File: src/rtl/crc32_fifo_reader_if.sv
// Handshake bundle between the CRC32 FIFO reader, its byte FIFO and the register block.
// master: reader side (drives fifo_done, crc_out, busy, byte_count); slave: environment side.
interface crc32_fifo_reader_if;
  logic        en;
  logic        init;
  logic [7:0]  fifo_dout;
  logic [3:0]  fifo_count;
  logic        fifo_done;
  logic [31:0] crc_out;
  logic        busy;
  logic [15:0] byte_count;

  modport master (
    input  en,
    input  init,
    input  fifo_dout,
    input  fifo_count,
    output fifo_done,
    output crc_out,
    output busy,
    output byte_count
  );

  modport slave (
    output en,
    output init,
    output fifo_dout,
    output fifo_count,
    input  fifo_done,
    input  crc_out,
    input  busy,
    input  byte_count
  );
endinterface

File: src/rtl/crc32_fifo_reader.sv
// Pops bytes from a FWFT FIFO and folds them bit-serially into a reflected CRC-32.
// Ports: clk, rst_n (sync, active low), bus (en/init/fifo_* in, fifo_done/crc_out/busy/byte_count out).
module crc32_fifo_reader #(
  parameter logic [31:0] POLY   = 32'hEDB88320,
  parameter logic [31:0] INIT   = 32'hFFFFFFFF,
  parameter logic [31:0] XOROUT = 32'hFFFFFFFF
) (
  input logic                 clk,
  input logic                 rst_n,
  crc32_fifo_reader_if.master bus
);

  typedef enum logic {
    IDLE  = 1'b0,
    SHIFT = 1'b1
  } state_t;

  state_t      state;
  logic [31:0] crc_reg;
  logic [7:0]  data_sr;
  logic [2:0]  bit_cnt;
  logic [15:0] cnt;
  logic        done_q;
  logic        fb;

  assign fb = crc_reg[0] ^ data_sr[0];

  always_ff @(posedge clk) begin
    if (!rst_n) begin
      state   <= IDLE;
      crc_reg <= INIT;
      data_sr <= 8'h00;
      bit_cnt <= 3'd0;
      cnt     <= 16'd0;
      done_q  <= 1'b0;
    end else if (bus.init) begin
      // Any byte mid-shift was already popped and is dropped.
      state   <= IDLE;
      crc_reg <= INIT;
      cnt     <= 16'd0;
      done_q  <= 1'b0;
    end else begin
      unique case (state)
        IDLE: begin
          if (bus.en && bus.fifo_count != 4'd0) begin
            data_sr <= bus.fifo_dout;
            bit_cnt <= 3'd0;
            done_q  <= 1'b1;
            state   <= SHIFT;
          end else begin
            done_q  <= 1'b0;
          end
        end
        SHIFT: begin
          done_q  <= 1'b0;
          crc_reg <= (crc_reg >> 1) ^ (fb ? POLY : 32'h0);
          data_sr <= data_sr >> 1;
          bit_cnt <= bit_cnt + 3'd1;
          if (bit_cnt == 3'd7) begin
            cnt   <= cnt + 16'd1;
            state <= IDLE;
          end
        end
        default: state <= IDLE;
      endcase
    end
  end

  assign bus.fifo_done  = done_q;
  assign bus.busy       = (state != IDLE);
  assign bus.crc_out    = crc_reg ^ XOROUT;
  assign bus.byte_count = cnt;

endmodule

File: src/flat_wrapper.sv
// flat-port wrapper written by rule: the top's interface ports become plain ports
module crc32_fifo_reader_flat 
#(
  parameter logic [31:0] POLY   = 32'hEDB88320,
  parameter logic [31:0] INIT   = 32'hFFFFFFFF,
  parameter logic [31:0] XOROUT = 32'hFFFFFFFF
)
  (clk, rst_n, bus_en, bus_init, bus_fifo_dout, bus_fifo_count, bus_fifo_done, bus_crc_out, bus_busy, bus_byte_count);
  crc32_fifo_reader_if bus_i ();
  input logic clk;
  input logic rst_n;
  input wire logic [$bits(bus_i.en)-1:0] bus_en;
  input wire logic [$bits(bus_i.init)-1:0] bus_init;
  input wire logic [$bits(bus_i.fifo_dout)-1:0] bus_fifo_dout;
  input wire logic [$bits(bus_i.fifo_count)-1:0] bus_fifo_count;
  output wire logic [$bits(bus_i.fifo_done)-1:0] bus_fifo_done;
  output wire logic [$bits(bus_i.crc_out)-1:0] bus_crc_out;
  output wire logic [$bits(bus_i.busy)-1:0] bus_busy;
  output wire logic [$bits(bus_i.byte_count)-1:0] bus_byte_count;
  assign bus_i.en = bus_en;
  assign bus_i.init = bus_init;
  assign bus_i.fifo_dout = bus_fifo_dout;
  assign bus_i.fifo_count = bus_fifo_count;
  assign bus_fifo_done = bus_i.fifo_done;
  assign bus_crc_out = bus_i.crc_out;
  assign bus_busy = bus_i.busy;
  assign bus_byte_count = bus_i.byte_count;
  crc32_fifo_reader #(.POLY(POLY), .INIT(INIT), .XOROUT(XOROUT)) u_core (.clk(clk), .rst_n(rst_n), .bus(bus_i));
endmodule
File: config.mk
export PLATFORM = sky130hd
export DESIGN_NAME = crc32_fifo_reader_flat
export DESIGN_NICKNAME = d
export VERILOG_FILES = /design/src/rtl/crc32_fifo_reader_if.sv /design/src/rtl/crc32_fifo_reader.sv /design/src/flat_wrapper.sv
export SDC_FILE = /design/constraint.sdc
export NUM_CORES = 1
export LEC_CHECK = 0
export ABC_AREA = 1
export BUFFER_PORTS_ARGS = -buffer_cell sky130_fd_sc_hd__buf_2
export CORE_UTILIZATION = 48
export CTS_BUF_LIST = sky130_fd_sc_hd__clkbuf_16
export DETAILED_ROUTE_END_ITERATION = 8
export PLACE_DENSITY = 0.83
export SLEW_MARGIN = 20
export SYNTH_ARGS = -nofsm -noshare
export SYNTH_HDL_FRONTEND = slang
export SYNTH_SLANG_ARGS = --single-unit
File: constraint.sdc
create_clock -name clk -period 1.5 [get_ports clk]
set_clock_uncertainty 0.05 [all_clocks]
set_input_delay 0.3 -clock clk [delete_from_list [all_inputs] [get_ports clk]]
set_output_delay 0.3 -clock clk [all_outputs]
set_load 0.05 [all_outputs]
==> qor.yml <==
detailed_routing:
  detail_route.first_pass.iterations: 5
  vias_per_cell: 4.93
  route.antenna.remaining_nets: 0
  initialDrtViolationCount: 143
  dr_total_vias: 2482
  routed_wirelength_um: 5940
  drt_drc_violations_left: 0
  route.detailed.wl_per_inst_um: 11.8
synthesis:
  synth_fp_nets: 372
  yosysSeqAreaShare_pct: 45.5
  syn_avg_cell_area_um2: 7.60
  post_synth_inst_count: 353
  synth_enable_flop_cells: 0
  yosys_warnings: 0
  yosys_most_used_dff: "sky130_fd_sc_hd__dfxtp_1"
  postSynthRegisterBits: 61
  asyncSetResetFlopFracSynth_pct: 0
  synth.largest_area_cell: "sky130_fd_sc_hd__dfxtp_1"
  synth_cell_type_count: 32
  synth.area.top_cells: "sky130_fd_sc_hd__dfxtp_1 46%, sky130_fd_sc_hd__nand2_1 10%, sky130_fd_sc_hd__inv_1 7.6%"
  synth_top_area_share_pct: 45.5
  netlist_area_um2: 2680
power:
  power.density_nw_per_um2: 1190
  static_leak_nw: 1.79
  finalPower_mw: 4.12
  worst_ir_drop_vdd_mv: 0.730
worst_setup_path:
  r2r_setup_slk_ps: 80
  crit_path_max_delay_cell_type: "sky130_fd_sc_hd__dfxtp_2"
  timing.critical_path.from_type: "flip-flop"
  worst_r2r_startpoint: "u_core.bit_cnt[1]"
  worstSetupEndpointType: "output port"
  max_stage_delay_ps: 390
  critPathArrivalTime_ps: 1100
  worstPathCellList: "buf_4 -> buf_6"
  setup.worst_path.start: "u_core.bus.busy"
  reg2regPathDepth: 9
  crit_fanout: 8
  endpoint: "bus_busy"
  critPathRequiredTime_ps: 1150
  reg2reg_to: "u_core.bus.byte_count[13]"
  critPathKind: "flip-flop to output port"
placement:
  postPlaceCellArea_um2: 3090
  hpwlAfterDp_um: 4100
  port_buffers: 65
  pre_cts_slack_ps: -25.9
  gp_congestion: 0.814
final_layout:
  fraction_of_final_layout_cells_sized_beyond_drive_strength_1_pct: 27.5
  diodes_inserted: 0
  design_area_um2: 3460
  end_of_flow_core_utilization_pct: 66.1
  mostFrequentLayoutCell: "sky130_fd_sc_hd__nand2_1"
  layout_common_cells: "73 x sky130_fd_sc_hd__nand2_1, 64 x sky130_fd_sc_hd__buf_2, 55 x sky130_fd_sc_hd__dfxtp_1"
  largest_register_ff_count: 32
  fin_nets: 447
  areaGrowthSynthToFinish_pct: 29.0
floorplanning:
  pin_count: 66
  die_extent_in_y_um: 76.8
  initial_util_pct: 51.2
  rows: 26
  die_width_um: 76.8
  floorplan.die_area_um2: 5890
  core_area_um2: 5240
flow_run:
  max_cap_viol_count: 0
timing:
  tightestPinTransition_ps: 643
  finalHoldWorstSlack_ps: 211
  finalSetupViolCount: 0
  finalCritPeriodShare_pct: 97.0
  drv_slew: 0
  relSlewSlack_pct: 56.9
  fmax_mhz: 687
  finalHoldViolations: 0
  final.min_clock_period_ps: 1450
  rsz0062_at_grt: "yes"
  fin_ws_ps: 45.2
global_route:
  globalRouteTotalUtil_pct: 21.0
  grt_max_degree: 20
  grt_first_pass_wirelength_um: 9920
  grt_pass1_vias: 2252
  grt.overflow.total: 0
  antenna_found_initial: 0
clock_tree:
  cts.root.buffer_cell: "sky130_fd_sc_hd__clkbuf_16"
  tritoncts: "done"
  hold_buffer_count_at_cts: 0
  max-clock-path-buffers: 2
  cts-htree-levels: 3
  worst_setup_hold_path_clk_slew_ps: 50
  worst_skew_pair_latency_ps: 330
  numClockSinks: 61
  numCtsBuffers: 9
outcome:
  status: "complete, no violations"
hold_path:
  hold_path.class: "input pin to flip-flop"
## area by class of cell
class / count / area [µm²]
fill: 424 / 1780
timing repair buffer: 75 / 407
clock inverter: 7 / 90.1
multi-input combinational: 223 / 1200
sequential: 61 / 1230
inverter: 58 / 218
clock buffer: 9 / 225
tap: 70 / 87.6
## metal layers
metal  up-vias  share of wire (%)  global-route usage [%]
li1       1278                  -                       -
met1      1130                 44                    24.2
met2        64                 49                    36.2
met3        10                5.2                    5.60
met4         0                1.7                    9.23
met5         -                  0                       0
## critical path, delay by kind of cell (launching register included)
family / cells / cell delay (ps)
flip-flops: 1 / 390
buffers and inverters: 2 / 400
## through the flow
stage,TNS [ps],cells
2_1_floorplan,0,353
4_1_cts,0,502
5_1_grt,-22.7,503
6_report,0,503
3_3_place_gp,0,486
3_5_place_dp,-69.6,486
## cell families (layout without fill, tap and decap cells)
group	Yosys count	count (layout)	synth area share, %
buf+inv	69	149	11.1
mux	7	7	2.61
simple gates	154	154	24.7
fa+ha+maj	3	3	1.40
xor+xnor	3	3	1.54
flops	61	61	45.5
compound gates	56	56	13.2
## power by group
group	switching [mW]	internal [mW]	leakage [nW]
clock network	0.712	1.44	0.153
registers	0.0237	1.66	0.498
logic	0.190	0.0969	1.14
total	0.926	3.20	1.79
## synth_stat cells, drive strengths merged, types with 2 or more instances
master  number
o21ai       14
ha           3
dfxtp       61
buf         10
inv         58
nand3       13
a22oi       19
nor2        56
xor2         2
nand4        3
a21oi        9
nand2       79
a31oi       11
mux2i        7
## what timing repair did
item | 4_1_cts | 5_1_grt
pin swaps | 0 | 2
buffers inserted | 0 | 1
setup endpoints to repair | 8 | 14
gates resized for setup | 4 | 8
## worst min path at each step
stage | start | to | slack [ps] | cells after the start
global placement | u_core.bit_cnt[0] | u_core.bit_cnt[0] | 390 | 1
global route | bus_fifo_dout[7] | u_core.data_sr[7] | 240 | 3
floorplan | u_core.bit_cnt[0] | u_core.bit_cnt[0] | 380 | 1
finish | bus_en | u_core.bus.fifo_done | 210 | 3
detailed placement | u_core.bit_cnt[0] | u_core.bit_cnt[0] | 420 | 1
CTS | bus_en | u_core.bus.fifo_done | 200 | 3
No activity file was read; power rests on OpenSTA's default activity.
